## config.mk

```make
export PLATFORM = sky130hd
export DESIGN_NAME = mem_port_arbiter_flat
export DESIGN_NICKNAME = d
export VERILOG_FILES = /design/src/rtl/mem_port_arbiter_if.sv /design/src/rtl/mem_port_arbiter.sv /design/src/flat_wrapper.sv
export SDC_FILE = /design/constraint.sdc
export NUM_CORES = 1
export LEC_CHECK = 0
export CAP_MARGIN = 20
export CORE_AREA = 5 5 113 115
export DETAILED_ROUTE_END_ITERATION = 16
export DIE_AREA = 0 0 118 120
export GPL_ROUTABILITY_DRIVEN = 0
export HOLD_SLACK_MARGIN = 0.1
export PLACE_DENSITY = 0.81
export RECOVER_POWER = 50
export SYNTH_ARGS = -nofsm -noshare
export SYNTH_HDL_FRONTEND = slang
export SYNTH_SLANG_ARGS = --single-unit
```

## constraint.sdc

```tcl
create_clock -name i_clk -period 2.1 [get_ports i_clk]
set_input_delay 0.21 -clock i_clk [delete_from_list [all_inputs] [get_ports i_clk]]
set_output_delay 0.21 -clock i_clk [all_outputs]
set_load 0.01 [all_outputs]
```

## src/rtl/mem_port_arbiter_if.sv

```systemverilog
// rtl/mem_port_arbiter_if.sv - IF/LS requester and memory signals of the memory port arbiter
// slave is the arbiter side; master is the requesters plus memory side.
interface mem_port_arbiter_if;
  logic        if_req_valid;
  logic [31:0] if_req_addr;
  logic        if_req_ready;
  logic        if_rsp_valid;
  logic [31:0] if_rsp_data;
  logic        if_flush;

  logic        ls_req_valid;
  logic        ls_req_we;
  logic [31:0] ls_req_addr;
  logic [31:0] ls_req_wdata;
  logic        ls_req_ready;
  logic        ls_rsp_valid;
  logic [31:0] ls_rsp_data;

  logic        mem_en;
  logic        mem_we;
  logic [31:0] mem_addr;
  logic [31:0] mem_wdata;
  logic [31:0] mem_rdata;

  modport slave (
    input  if_req_valid, if_req_addr, if_flush,
    output if_req_ready, if_rsp_valid, if_rsp_data,
    input  ls_req_valid, ls_req_we, ls_req_addr, ls_req_wdata,
    output ls_req_ready, ls_rsp_valid, ls_rsp_data,
    output mem_en, mem_we, mem_addr, mem_wdata,
    input  mem_rdata
  );

  modport master (
    output if_req_valid, if_req_addr, if_flush,
    input  if_req_ready, if_rsp_valid, if_rsp_data,
    output ls_req_valid, ls_req_we, ls_req_addr, ls_req_wdata,
    input  ls_req_ready, ls_rsp_valid, ls_rsp_data,
    input  mem_en, mem_we, mem_addr, mem_wdata,
    output mem_rdata
  );
endinterface

```

## src/rtl/mem_port_arbiter.sv

```systemverilog
// rtl/mem_port_arbiter.sv - LS-first arbiter for a single-ported memory with IF starvation guard
// Grant is combinational; responses follow acceptance by exactly one cycle.
module mem_port_arbiter #(
  parameter int STARVE_LIMIT = 4,
  parameter int CNT_W        = 4
) (
  input logic              i_clk,
  input logic              i_rst_n,
  mem_port_arbiter_if.slave bus
);

  localparam logic [1:0] OWN_NONE  = 2'd0;
  localparam logic [1:0] OWN_IF    = 2'd1;
  localparam logic [1:0] OWN_LS_RD = 2'd2;
  localparam logic [1:0] OWN_LS_WR = 2'd3;

  localparam logic [CNT_W-1:0] LIMIT = CNT_W'(STARVE_LIMIT);

  logic [CNT_W-1:0] starve_cnt_q, starve_cnt_d;
  logic [1:0]       owner_q, owner_d;
  logic [31:0]      if_data_q, if_data_d;
  logic [31:0]      ls_data_q, ls_data_d;
  logic             grant_if, grant_ls;

  // Gating on i_rst_n keeps every request-side output quiet for the whole reset pulse.
  always_comb begin
    grant_if = 1'b0;
    grant_ls = 1'b0;
    if (i_rst_n) begin
      if (bus.ls_req_valid && bus.if_req_valid) begin
        if (starve_cnt_q == LIMIT) grant_if = 1'b1;
        else                       grant_ls = 1'b1;
      end else if (bus.ls_req_valid) begin
        grant_ls = 1'b1;
      end else if (bus.if_req_valid) begin
        grant_if = 1'b1;
      end
    end
  end

  always_comb begin
    bus.if_req_ready = grant_if;
    bus.ls_req_ready = grant_ls;
    bus.mem_en       = grant_if || grant_ls;
    bus.mem_we       = grant_ls && bus.ls_req_we;
    bus.mem_addr     = grant_ls ? bus.ls_req_addr : (grant_if ? bus.if_req_addr : 32'd0);
    bus.mem_wdata    = grant_ls ? bus.ls_req_wdata : 32'd0;
  end

  always_comb begin
    owner_d = OWN_NONE;
    if (grant_if)      owner_d = OWN_IF;
    else if (grant_ls) owner_d = bus.ls_req_we ? OWN_LS_WR : OWN_LS_RD;

    starve_cnt_d = '0;
    if (bus.if_req_valid && !grant_if)
      starve_cnt_d = (starve_cnt_q == LIMIT) ? starve_cnt_q : starve_cnt_q + CNT_W'(1);
  end

  // Read data arrives straight from the memory in the response cycle; the hold
  // registers only keep the last presented value for idle cycles.
  always_comb begin
    bus.if_rsp_valid = (owner_q == OWN_IF) && !bus.if_flush;
    bus.if_rsp_data  = (owner_q == OWN_IF) ? bus.mem_rdata : if_data_q;
    bus.ls_rsp_valid = (owner_q == OWN_LS_RD) || (owner_q == OWN_LS_WR);
    case (owner_q)
      OWN_LS_RD: bus.ls_rsp_data = bus.mem_rdata;
      OWN_LS_WR: bus.ls_rsp_data = 32'd0;
      default:   bus.ls_rsp_data = ls_data_q;
    endcase
    if_data_d = bus.if_rsp_data;
    ls_data_d = bus.ls_rsp_data;
  end

  always_ff @(posedge i_clk or negedge i_rst_n) begin
    if (!i_rst_n) begin
      starve_cnt_q <= '0;
      owner_q      <= OWN_NONE;
      if_data_q    <= 32'd0;
      ls_data_q    <= 32'd0;
    end else begin
      starve_cnt_q <= starve_cnt_d;
      owner_q      <= owner_d;
      if_data_q    <= if_data_d;
      ls_data_q    <= ls_data_d;
    end
  end

endmodule

```

## src/flat_wrapper.sv

```systemverilog
// flat-port wrapper written by rule: the top's interface ports become plain ports
module mem_port_arbiter_flat 
#(
  parameter int STARVE_LIMIT = 4,
  parameter int CNT_W        = 4
)
  (i_clk, i_rst_n, bus_if_req_valid, bus_if_req_addr, bus_if_flush, bus_if_req_ready, bus_if_rsp_valid, bus_if_rsp_data, bus_ls_req_valid, bus_ls_req_we, bus_ls_req_addr, bus_ls_req_wdata, bus_ls_req_ready, bus_ls_rsp_valid, bus_ls_rsp_data, bus_mem_en, bus_mem_we, bus_mem_addr, bus_mem_wdata, bus_mem_rdata);
  mem_port_arbiter_if bus_i ();
  input logic i_clk;
  input logic i_rst_n;
  input wire logic [$bits(bus_i.if_req_valid)-1:0] bus_if_req_valid;
  input wire logic [$bits(bus_i.if_req_addr)-1:0] bus_if_req_addr;
  input wire logic [$bits(bus_i.if_flush)-1:0] bus_if_flush;
  output wire logic [$bits(bus_i.if_req_ready)-1:0] bus_if_req_ready;
  output wire logic [$bits(bus_i.if_rsp_valid)-1:0] bus_if_rsp_valid;
  output wire logic [$bits(bus_i.if_rsp_data)-1:0] bus_if_rsp_data;
  input wire logic [$bits(bus_i.ls_req_valid)-1:0] bus_ls_req_valid;
  input wire logic [$bits(bus_i.ls_req_we)-1:0] bus_ls_req_we;
  input wire logic [$bits(bus_i.ls_req_addr)-1:0] bus_ls_req_addr;
  input wire logic [$bits(bus_i.ls_req_wdata)-1:0] bus_ls_req_wdata;
  output wire logic [$bits(bus_i.ls_req_ready)-1:0] bus_ls_req_ready;
  output wire logic [$bits(bus_i.ls_rsp_valid)-1:0] bus_ls_rsp_valid;
  output wire logic [$bits(bus_i.ls_rsp_data)-1:0] bus_ls_rsp_data;
  output wire logic [$bits(bus_i.mem_en)-1:0] bus_mem_en;
  output wire logic [$bits(bus_i.mem_we)-1:0] bus_mem_we;
  output wire logic [$bits(bus_i.mem_addr)-1:0] bus_mem_addr;
  output wire logic [$bits(bus_i.mem_wdata)-1:0] bus_mem_wdata;
  input wire logic [$bits(bus_i.mem_rdata)-1:0] bus_mem_rdata;
  assign bus_i.if_req_valid = bus_if_req_valid;
  assign bus_i.if_req_addr = bus_if_req_addr;
  assign bus_i.if_flush = bus_if_flush;
  assign bus_if_req_ready = bus_i.if_req_ready;
  assign bus_if_rsp_valid = bus_i.if_rsp_valid;
  assign bus_if_rsp_data = bus_i.if_rsp_data;
  assign bus_i.ls_req_valid = bus_ls_req_valid;
  assign bus_i.ls_req_we = bus_ls_req_we;
  assign bus_i.ls_req_addr = bus_ls_req_addr;
  assign bus_i.ls_req_wdata = bus_ls_req_wdata;
  assign bus_ls_req_ready = bus_i.ls_req_ready;
  assign bus_ls_rsp_valid = bus_i.ls_rsp_valid;
  assign bus_ls_rsp_data = bus_i.ls_rsp_data;
  assign bus_mem_en = bus_i.mem_en;
  assign bus_mem_we = bus_i.mem_we;
  assign bus_mem_addr = bus_i.mem_addr;
  assign bus_mem_wdata = bus_i.mem_wdata;
  assign bus_i.mem_rdata = bus_mem_rdata;
  mem_port_arbiter #(.STARVE_LIMIT(STARVE_LIMIT), .CNT_W(CNT_W)) u_core (.i_clk(i_clk), .i_rst_n(i_rst_n), .bus(bus_i));
endmodule
```

==> summary.txt, run 1 <==
Run status
  – Status: finished, violations left
  – Failing checks: setup timing

Routing
  – Residual DRC count: 0
  – Post-Route WL: roughly 14 mm
  – Routed WL per cell: 18.6 um
  – Via count: 3540
  – Via/cell ratio: roughly 4.6
  – 1st-iter DRT viols: 185
  – ANT nets after route: 0
  – First-pass DRT Iterations: 4

GRT
  – Initial antenna violation count: 0
  – First-pass GRT wire length: approximately 21 mm
  – Congestion Overflow GR: 0
  – GRT Overall Usage: 0.191
  – Vias in the first global route: 3806
  – Largest net degree at the start of global routing: 50

Setup path
  – WP buf/inv: 4
  – CP endpoint kind: output port
  – CP Data Required Time: 1.89 ns
  – Max FO, Critical Path: 13
  – CP startpoint kind: flip-flop
  – Flop-to-flop setup slack: 0.61 ns
  – Family with the most delay on the worst path: buffers and inverters
  – CP Class: reg -> out
  – CP max stage cell: dfrtp_1
  – Critical path's largest stage delay: 0.37 ns
  – Critical path cell sequence: inv_2, ha_4, and3b_4, a21oi_4, buf_4, buf_6, and2_1, clkdlybuf4s15_2
  – Arr. time, crit path: 1.92 ns

Placement
  – Detail Placement HPWL: 11.0 mm
  – PortBufs: around 270
  – Placed cell count: 729
  – Post-DP Area: 0.00635 sq mm

Synth
  – Yosys top cell by area: dfrtp_1
  – Sequential share of the synthesized area: 0.511
  – Post-synthesis mux area share: 0.105
  – Largest family of logic cells by synthesized area: compound AO/OA/AOI/OAI gates
  – Synth Area in XOR/XNOR: 0.00511
  – Syn nets: 453
  – Yosys warns: 0
  – Mapped Cells: 317
  – Complex-gate fraction of the synthesized area: 0.153
  – Mapped cell area: 0.00343 sq mm
  – Synth Area in Simple Gates: 0.135
  – Synthesized flop and latch total: 70
  – Post-Synth Adder-Cell Area: 0.00730
  – Dominant cells by area after synthesis: dfrtp_1 (51%), mux2_2 (11%), a22o_1 (7.2%), and2_1 (6.0%), o21ai_0 (4.8%)
  – Syn avg cell area: 10.8 sq um
  – Distinct cells, synth: 27
  – Synth top area share: 0.511

Finish
  – Area Growth Syn to Fin: 92.9%
  – Post-route cell area: 0.00661 sq mm
  – Fin util: 0.565
  – Diode count: 0
  – Fraction of layout cells with a size suffix above 1: 0.297
  – Non-filler instance count after layout: 766
  – Nets@finish: 750

Power and ir drop
  – Switching share of power: 0.280
  – Pwr dens: 676 mW/mm^2
  – Clk pwr share: 0.302
  – Combinational group share of total power: 0.330
  – Max IR drop VDD: 0.486 mV
  – Pint: around 3.2 mW
  – Static Leak: 3.23 nW
  – Power, Total: 4.47 mW
  – Sequential share of power: 0.368
  – P_sw: around 1.3 mW

STA
  – Relative slew slack: 0.592
  – Worst slew pin tran: 0.612 ns
  – Final WS setup: -0.0255 ns
  – Slew Viols, Final: 0
  – Shortest period the worst path allows: 2.13 ns
  – Final period util: 1.01
  – F_max: 470 MHz
  – Clock skew: 0.00492 ns
  – Finish-stage setup viols: 19
  – Final hold vios: 0
  – Unrepaired setup endpoints after global routing: true
  – Setup_tns: -0.166 ns

Floorplanning
  – Die area: 0.0142 sq mm
  – Initial Utilization: 0.293
  – Die X: 118 um
  – Core Region: 0.0117 sq mm
  – Top-level port count: 268
  – Row count: 40
  – Height of the die: around 120 um

Clock tree
  – # H-tree levels: 3
  – Clock root cell: clkbuf_16
  – Worst-Skew Late Latency: 0.33 ns
  – CTS sink count: 70
  – Clock transition at path regs: 0.05 ns
  – Clock Path Buffers: 2
  – CTS tree: built
  – CTS buffer count: 9

Worst hold path
  – Tightest Hold Check Type: in -> async

Run
  – Max-cap violations: 0
[power groups by stage]
stage / combinational [mW] / sequential, mW / clock [mW]
CTS: 1.47 / 1.64 / 1.39
detailed placement: 1.59 / 1.67 / 0
floorplan: 0.579 / 1.64 / 0
global placement: 1.56 / 1.65 / 0
finish: 1.47 / 1.64 / 1.35
global route: 1.59 / 1.66 / 1.46
[stage by stage]
step / hold WS [ns] / setup WS, ns
floorplan: -0.0856 / 0.471
global placement: 0.269 / -0.0956
detailed placement: 0.275 / -0.143
CTS: 0.478 / -0.0790
global route: 0.508 / -0.124
finish: 0.469 / -0.0255
[cell families after synthesis]
family | count (synthesis)
AO/OA/AOI/OAI | 73
XOR/XNOR | 2
adder cells (fa/ha/maj) | 2
buffers and inverters | 57
flip-flops | 70
multiplexers | 32
AND/OR/NAND/NOR | 81
[sequential cells by signal (all words and copies together) (netlist names)]
register             flops
u_core.if_data_q        32
u_core.ls_data_q        32
u_core.starve_cnt_q      4
u_core.owner_q           2
[per-layer routing]
| layer | part of all wire | track usage | vias to the layer above | routed length [um] |
|---|---|---|---|---|
| li1 | - | - | 1662 | - |
| met1 | 0.35 | 0.194 | 1677 | 5030 |
| met2 | 0.55 | 0.356 | 179 | 7790 |
| met3 | 0.078 | 0.0735 | 22 | 1110 |
| met4 | 0.024 | 0.0616 | 0 | 349 |
| met5 | 0 | 0 | - | 0 |
[worst register-to-register path, cell delays in order (launching register included)]
cell and delay [ns]:
dfrtp_1 0.39, inv_2 0.09, ha_4 0.15, and3b_4 0.23, a21oi_4 0.07, buf_4 0.14
buf_6 0.14, a21o_1 0.18
[path summary, 6_finish.rpt]
path                                         to  depth (start not counted)                    from
setup reg to reg              u_core.owner_q[0]                          7  u_core.starve_cnt_q[0]
min in group i_clk         u_core.if_data_q[24]                          1    u_core.if_data_q[24]
hold reg to reg            u_core.if_data_q[24]                          1    u_core.if_data_q[24]
max in group asynchronous   u_core.ls_data_q[5]                          4                 i_rst_n
hold / removal             u_core.ls_data_q[29]                          3                 i_rst_n
setup / recovery              bus_mem_wdata[26]                          8  u_core.starve_cnt_q[1]
[Yosys cell counts]
master / count
nand2_1: 24
a21boi_0: 2
a21o_1: 1
o21ai_0: 33
and3b_4: 1
buf_6: 7
o21a_1: 1
a22o_1: 28
mux2_2: 32
dfrtp_1: 70
nand2b_1: 1
buf_2: 4
clkbuf_1: 8
a21oi_4: 2
nand3b_2: 1
nand3_1: 4
or3_1: 2
inv_1: 34
nor2b_1: 3
nand3b_1: 11
ha_1: 2
nor2_1: 1
a21oi_1: 2
a22o_2: 4
buf_4: 4
and2_1: 33
xor2_1: 2
[layout by cell type (no fill, tap or decap), types with 2 or more instances in the layout]
master,n
o21ai_1,4
buf_2,55
clkdlybuf4s50_1,145
o21ai_0,29
inv_1,32
a21oi_1,2
buf_6,9
and2_1,32
nand3_1,4
clkbuf_16,13
buf_12,6
clkbuf_2,15
clkdlybuf4s15_2,2
inv_2,2
buf_16,3
a21boi_0,2
xor2_1,2
mux2_2,32
a22o_1,28
nor2b_4,2
or3_1,2
a21oi_4,2
nand2_1,24
nand3b_1,11
buf_8,2
dfrtp_1,69
dlygate4sd2_1,30
clkinv_2,5
buf_4,26
a22o_2,4
dlymetal6s2s_1,10
[timing repair]
item	in CTS	in global routing
cloned	3	4
pin swaps	1	1
hold buffers	1	0
buffers inserted	9	4
endpoints found under the hold margin	21	0
setup endpoints to repair	129	99
resized for setup	330	49
[layout make-up]
type,count,area [sq um]
Inverter,34,128
Sequential cell,70,1750
Clock inverter,5,25.0
Fill cell,1022,5100
Clock buffer,11,243
Tap cell,147,184
Multi-Input combinational cell,190,1420
Timing Repair Buffer,309,2860
(Power assumes the default switching activity.)
==> run 2: changes to the inputs <==
--- a/config.mk
+++ b/config.mk
@@ -10,7 +10,9 @@
 export DETAILED_ROUTE_END_ITERATION = 16
 export DIE_AREA = 0 0 118 120
 export GPL_ROUTABILITY_DRIVEN = 0
+export GPL_TIMING_DRIVEN = 0
 export HOLD_SLACK_MARGIN = 0.1
+export MAX_ROUTING_LAYER = met4
 export PLACE_DENSITY = 0.81
 export RECOVER_POWER = 50
 export SYNTH_ARGS = -nofsm -noshare
==> run 2 against run 1 <==
Power is 9.2% higher. Sequential power hardly changed. Via count is 3.4% higher. Largest cell class unchanged. Final cell count is 3.5% higher. Critical endpoint is now bus_mem_addr[10]. Sequential share of layout area is 2.1 points lower. Count of clock-buffer cells in the layout is 1 higher. The flow finishes with violations (hold timing, setup timing). Fmax is 3.8% lower. Clock power is 19% higher.
==> summary.txt, run 2 (synthesis results as in run 1) <==
Run status
  – Status: finished, violations left (unchanged)
  – Failing checks: hold timing, setup timing (was setup timing)

Run
  – Max-cap violations: 0 (unchanged)

STA
  – Clock skew: 0.00382 ns (was 0.00492 ns)
  – WHS: -0.0972 ns (was 0.469 ns)
  – Finish-stage setup viols: 58 (was 19)
  – Shortest period the worst path allows: 2.21 ns (was 2.13 ns)
  – Relative slew slack: 0.605 (was 0.592)
  – Final period util: 1.05 (was 1.01)
  – F_max: 453 MHz (was 470 MHz)
  – Unrepaired setup endpoints after global routing: true (unchanged)
  – Worst slew pin tran: 0.593 ns (was 0.612 ns)
  – Slew Viols, Final: 0 (unchanged)
  – Final WS setup: -0.109 ns (was -0.0255 ns)
  – Final hold vios: 70 (was 0)

Floorplanning
  – Core Region: 0.0117 sq mm (unchanged)
  – Height of the die: 120 um (unchanged)
  – Top-level port count: 268 (unchanged)
  – Die X: 118 um (unchanged)
  – Initial Utilization: 0.293 (unchanged)
  – Row count: 40 (unchanged)
  – Die area: 0.0142 sq mm (unchanged)

Finish
  – Fin util: 0.612 (was 0.565)
  – Area Growth Syn to Fin: 109% (was 92.9%)
  – Commonest non-fill, non-tap cells in the layout: clkdlybuf4s50_1 (140), buf_6 (80), dfrtp_1 (70) (was clkdlybuf4s50_1 (145), dfrtp_1 (69), buf_2 (55))
  – Fill cell count: 947 (was 1022)
  – Fraction of layout cells with a size suffix above 1: 0.375 (was 0.297)
  – Post-route cell area: 0.00717 sq mm (was 0.00661 sq mm)
  – Diode count: 0 (unchanged)
  – Nets@finish: 777 (was 750)
  – Biggest regs: u_core.if_data_q: 32 flops, u_core.ls_data_q: 32 flops, u_core.starve_cnt_q: 4 flops (unchanged)
  – Commonest non-fill, non-tap cell in the layout: clkdlybuf4s50_1 (unchanged)

Routing
  – Residual DRC count: 0 (unchanged)
  – 1st-iter DRT viols: 149 (was 185)
  – Routed WL per cell: 18.8 um (was 18.6 um)
  – Via count: 3662 (was 3540)
  – First-pass DRT Iterations: 4 (unchanged)
  – ANT nets after route: 0 (unchanged)
  – Post-Route WL: 14.9 mm (was 14.3 mm)
  – Via/cell ratio: 4.62 (about the same)

GRT
  – Largest net degree at the start of global routing: 78 (was 50)
  – Vias in the first global route: 4118 (was 3806)
  – Congestion Overflow GR: 0 (unchanged)
  – Initial antenna violation count: 0 (unchanged)
  – GRT Overall Usage: 0.211 (was 0.191)
  – First-pass GRT wire length: 22.9 mm (was 21.3 mm)

Placement
  – Detail Placement HPWL: 11.2 mm (was 11.0 mm)
  – PortBufs: 267 (unchanged)
  – Setup slack at placement: -0.731 ns (was -0.143 ns)
  – Post-DP Area: 0.00628 sq mm (was 0.00635 sq mm)

Clock tree
  – Clock transition at path regs: 0.05 ns (about the same)
  – Clock root cell: clkbuf_16 (unchanged)
  – Worst-Skew Late Latency: 0.32 ns (was 0.33 ns)
  – CTS sink count: 70 (unchanged)
  – # H-tree levels: 3 (unchanged)
  – Clock Path Buffers: 2 (unchanged)
  – CTS tree: built (unchanged)
  – CTS buffer count: 9 (unchanged)

Setup path
  – Arr. time, crit path: 2.00 ns (was 1.92 ns)
  – R2R depth: 8 (was 7)
  – CP Data Required Time: 1.89 ns (about the same)
  – Flop-to-flop setup slack: 0.40 ns (was 0.61 ns)
  – CP endpoint kind: output port (unchanged)
  – Max FO, Critical Path: 5 (was 13)
  – CP Class: reg -> out (unchanged)
  – CP startpoint kind: flip-flop (unchanged)
  – R2r startpoint: u_core.starve_cnt_q[0] (unchanged)
  – Critical R2R Capture: u_core.owner_q[0] (unchanged)

Worst hold path
  – Tightest Hold Check Type: in -> async (unchanged)

Power and ir drop
  – Max IR drop VDD: 0.539 mV (was 0.486 mV)
  – Pwr dens: 681 mW/mm^2 (was 676 mW/mm^2)
  – Static Leak: 3.47 nW (was 3.23 nW)
-- run 2: cell count changes in the layout (fill, tap and decap cells not counted), moves of 8 or more --
cell      delta
mux2_2       -8
buf_6       +71
clkbuf_2    -13
mux2_4       +8
and2_4      +25
buf_2       -24
and2_1      -25
-- run 2: cell type report --
cell class              instances  area (sq um)  area share
repair buffers                318          3060       0.427
flip-flops and latches         70          1750       0.244
multi-input cells             190          1550       0.216
clock buffers                  12           246      0.0344
well taps                     147           184      0.0257
plain buffers                  18           175      0.0244
inverters                      34           128      0.0178
clock inverters                 4          70.1     0.00977
-- run 2: worst max path at each step --
stage | start | to | cells after the start
finish | u_core.starve_cnt_q[0] | bus_mem_addr[10] | 9
global route | u_core.starve_cnt_q[0] | bus_mem_addr[7] | 9
CTS | u_core.starve_cnt_q[0] | bus_mem_wdata[19] | 10
detailed placement | i_rst_n | bus_mem_wdata[11] | 6
global placement | i_rst_n | bus_mem_wdata[11] | 6
floorplan | u_core.starve_cnt_q[0] | bus_mem_addr[10] | 7
-- run 2: what timing repair did --
| item | CTS | global route |
|---|---|---|
| hold endpoints to repair | 70 | 70 |
| resized for setup | 524 | 67 |
| buffers inserted | 42 | 13 |
| endpoints found under the setup margin | 132 | 109 |
| gates cloned | 7 | 1 |
| pin swaps | 34 | 19 |
-- run 2: per-stage QoR --
stage	TNS [ns]	total power, mW	cells
2_1_floorplan	0	2.22	317
3_3_place_gp	-317.55	3.20	731
3_5_place_dp	-41.22	3.24	731
4_1_cts	-7.36	4.92	793
5_1_grt	-11.06	5.13	793
6_report	-4.43	4.88	793
-- run 2: layer usage --
| metal | vias up | routed length (um) | track usage |
|---|---|---|---|
| met4 | 0 | 526 | 0.0889 |
| li1 | 1714 | - | - |
| met5 | - | 0 | - |
| met1 | 1746 | 5360 | 0.213 |
| met3 | 30 | 952 | 0.0547 |
| met2 | 172 | 8080 | 0.386 |
-- run 2: worst max-delay path, cell delays in order (launching register included) --
cell,delay [ns]
dfrtp_1,0.37
inv_2,0.07
ha_4,0.16
and3b_4,0.20
a21oi_4,0.26
buf_6,0.16
buf_6,0.10
buf_6,0.10
a22o_1,0.14
buf_6,0.11
-- run 2: report_power, final --
group / switching, mW / internal (mW) / leakage, nW / total (mW)
registers: 0.0650 / 1.58 / 0.861 / 1.64
clock network: 0.531 / 1.07 / 0.157 / 1.60
logic: 0.696 / 0.946 / 2.45 / 1.64
total: 1.29 / 3.59 / 3.47 / 4.88
==> run 3: changes to the inputs <==
--- a/config.mk
+++ b/config.mk
@@ -6,14 +6,13 @@
 export NUM_CORES = 1
 export LEC_CHECK = 0
 export CAP_MARGIN = 20
-export CORE_AREA = 5 5 113 115
+export CORE_AREA = 5 5 107 109
 export DETAILED_ROUTE_END_ITERATION = 16
-export DIE_AREA = 0 0 118 120
-export GPL_ROUTABILITY_DRIVEN = 0
+export DIE_AREA = 0 0 112 114
 export GPL_TIMING_DRIVEN = 0
 export HOLD_SLACK_MARGIN = 0.1
 export MAX_ROUTING_LAYER = met4
-export PLACE_DENSITY = 0.81
+export PLACE_DENSITY = 0.89
 export RECOVER_POWER = 50
 export SYNTH_ARGS = -nofsm -noshare
 export SYNTH_HDL_FRONTEND = slang
==> run 3 against run 2 <==
The run still ends with hold timing, setup timing left. Die area shrank 9.8%. Hold slack lost 0.029 ns. Non-clock buffer count grew 3. Via count grew 2.5%. First-iteration DRC count grew 36%. Global-route usage grew 2.4 points. Critical path depth is the same. Power shrank 9.9%. Routed wire length grew 5.1%. Critical endpoint is now bus_mem_addr[28]. Largest cell class unchanged.
==> summary.txt, run 3 (synthesis results as in run 1) <==
Setup path
  – WP buf/inv: 5 (unchanged)
  – CP endpoint kind: output port (unchanged)
  – CP Class: reg -> out (unchanged)
  – Critical path cell sequence: inv_2, ha_4, and3b_4, a21oi_4, buf_6, buf_6, buf_6, a22o_1, buf_6 (unchanged)
  – Arr. time, crit path: 2.08 ns (was 2.00 ns)
  – CP max stage cell: dfrtp_1 (unchanged)
  – CP Data Required Time: 1.89 ns (about the same)
  – CP most frequent cell: buf_6 (unchanged)
  – Critical path's largest stage delay: 0.38 ns (was 0.37 ns)
  – Max FO, Critical Path: 6 (was 5)
  – Family with the most delay on the worst path: buffers and inverters (unchanged)
  – CP startpoint kind: flip-flop (unchanged)

STA
  – Worst slew pin tran: 0.680 ns (was 0.593 ns)
  – Finish-stage setup viols: 65 (was 58)
  – Final hold vios: 70 (unchanged)
  – Slew Viols, Final: 0 (unchanged)
  – Shortest period the worst path allows: 2.29 ns (was 2.21 ns)
  – F_max: 437 MHz (was 453 MHz)
  – Final period util: 1.09 (was 1.05)
  – Final WS setup: -0.191 ns (was -0.109 ns)
  – Unrepaired setup endpoints after global routing: true (unchanged)
  – Clock skew: 0.00454 ns (was 0.00382 ns)
  – WHS: -0.126 ns (was -0.0972 ns)
  – Relative slew slack: 0.547 (was 0.605)

Power and ir drop
  – Pwr dens: 608 mW/mm^2 (was 681 mW/mm^2)
  – Static Leak: 3.60 nW (was 3.47 nW)
  – Max IR drop VDD: 0.369 mV (was 0.539 mV)

Clock tree
  – Clock root cell: clkbuf_8 (was clkbuf_16)
  – CTS buffer count: 9 (unchanged)
  – CTS sink count: 70 (unchanged)
  – Clock transition at path regs: 0.07 ns (was 0.05 ns)
  – # H-tree levels: 3 (unchanged)
  – Worst-Skew Late Latency: 0.35 ns (was 0.32 ns)
  – Clock Path Buffers: 2 (unchanged)
  – CTS tree: built (unchanged)

Routing
  – Residual DRC count: 0 (unchanged)
  – First-pass DRT Iterations: 4 (unchanged)
  – Metal1 wirelength: 5.83 mm (was 5.36 mm)
  – ANT nets after route: 0 (unchanged)
  – Via/cell ratio: 4.76 (was 4.62)
  – 1st-iter DRT viols: 202 (was 149)
  – Post-Route WL: 15.7 mm (was 14.9 mm)
  – DR WL met3: 1.01 mm (was 952 um)
  – Uppermost layer routed: met4 (unchanged)
  – Routed WL per cell: 19.9 um (was 18.8 um)
  – Met2 wire length: 8.34 mm (was 8.08 mm)
  – Via count: 3752 (was 3662)

Run status
  – Failing checks: hold timing, setup timing (unchanged)
  – Status: finished, violations left (unchanged)

Floorplanning
  – Die area: 0.0128 sq mm (was 0.0142 sq mm)
  – Top-level port count: 268 (unchanged)
  – Row count: 38 (was 40)
  – Die X: 112 um (was 118 um)
  – Initial Utilization: 0.326 (was 0.293)
  – Core Region: 0.0105 sq mm (was 0.0117 sq mm)
  – Height of the die: 114 um (was 120 um)

Finish
  – Biggest regs: u_core.if_data_q: 32 flops, u_core.ls_data_q: 32 flops, u_core.starve_cnt_q: 4 flops (unchanged)
  – Commonest non-fill, non-tap cells in the layout: clkdlybuf4s50_1 (134), buf_6 (88), dfrtp_1 (70) (was clkdlybuf4s50_1 (140), buf_6 (80), dfrtp_1 (70))
  – Fraction of layout cells with a size suffix above 1: 0.394 (was 0.375)
  – Fill cell count: 766 (was 947)
  – Area Growth Syn to Fin: 111% (was 109%)
  – Post-route cell area: 0.00724 sq mm (was 0.00717 sq mm)
  – Nets@finish: 780 (was 777)
  – Diode count: 0 (unchanged)
  – Commonest non-fill, non-tap cell in the layout: clkdlybuf4s50_1 (unchanged)

Placement
  – PortBufs: 267 (unchanged)
  – Detail Placement HPWL: 11.0 mm (was 11.2 mm)
  – Post-DP Area: 0.00627 sq mm (was 0.00628 sq mm)
  – GPL Wtd Cong: 0.848

GRT
  – Largest net degree at the start of global routing: 78 (unchanged)
  – Vias in the first global route: 4061 (was 4118)
  – GRT Overall Usage: 0.235 (was 0.211)
  – Congestion Overflow GR: 0 (unchanged)
  – Initial antenna violation count: 0 (unchanged)
  – First-pass GRT wire length: 22.5 mm (was 22.9 mm)

Run
  – Max-cap violations: 0 (unchanged)

Worst hold path
  – Tightest Hold Check Type: in -> async (unchanged)
run 3: worst register-to-register path, delay by kind of cell, from the launching register on:
family / cells / cell delay [ns]
flops: 1 / 0.40
simple gates: 1 / 0.22
buf+inv: 5 / 0.62
fa+ha+maj: 1 / 0.15
compound gates: 2 / 0.28
run 3: path summary, 6_finish.rpt:
| path | startpoint | endpoint | slack [ns] | depth (start not counted) |
|---|---|---|---|---|
| setup reg to reg | u_core.starve_cnt_q[0] | u_core.owner_q[0] | 0.33 | 9 |
| hold / removal | i_rst_n | u_core.if_data_q[15] | -0.13 | 1 |
| max in group asynchronous | i_rst_n | u_core.if_data_q[1] | 1.75 | 1 |
| min in group i_clk | i_rst_n | u_core.starve_cnt_q[2] | 0.42 | 2 |
| hold reg to reg | u_core.if_data_q[31] | u_core.if_data_q[31] | 0.50 | 1 |
| setup / recovery | u_core.starve_cnt_q[1] | bus_mem_addr[28] | -0.19 | 9 |
run 3: repair_timing:
item / 4_1_cts / 5_1_grt
gates resized for setup: 537 / 125
setup endpoints to repair: 132 / 126
pin swaps: 20 / 20
hold endpoints to repair: 70 / 70
gates cloned: 9 / 2
buffers inserted: 29 / 17
run 3: routing by layer:
layer | global-route usage | vias to the layer above
li1 | - | 1720
met1 | 0.249 | 1801
met2 | 0.419 | 192
met3 | 0.0621 | 39
met4 | 0.0929 | 0
met5 | - | -
run 3: layout make-up:
class / count / area [sq um] / share of cell area
well taps: 140 / 175 / 0.0242
flip-flops and latches: 70 / 1750 / 0.242
inverters: 34 / 128 / 0.0176
plain buffers: 21 / 224 / 0.0310
clock buffers: 14 / 163 / 0.0225
repair buffers: 318 / 3140 / 0.434
clock inverters: 1 / 5.00 / 0.000692
multi-input cells: 190 / 1650 / 0.228
run 3: power by group:
part | leakage [nW] | internal [mW] | switching [mW]
logic | 2.66 | 1.05 | 0.735
registers | 0.861 | 1.58 | 0.0752
clock network | 0.0865 | 0.487 | 0.480
total | 3.60 | 3.11 | 1.29
run 3: through the flow:
stage                     utilization  TNS (ns)  instances  power, mW  setup WS [ns]
after detailed placement        0.597    -36.46        724       3.24         -0.626
final                           0.689     -6.41        788       4.40         -0.191
after global routing            0.689    -10.82        788       4.61         -0.254
after global placement          0.597   -316.90        724       3.19          -2.97
after CTS                       0.641     -5.00        776       4.17         -0.167
after floorplan                     -         0        317       2.22          0.471
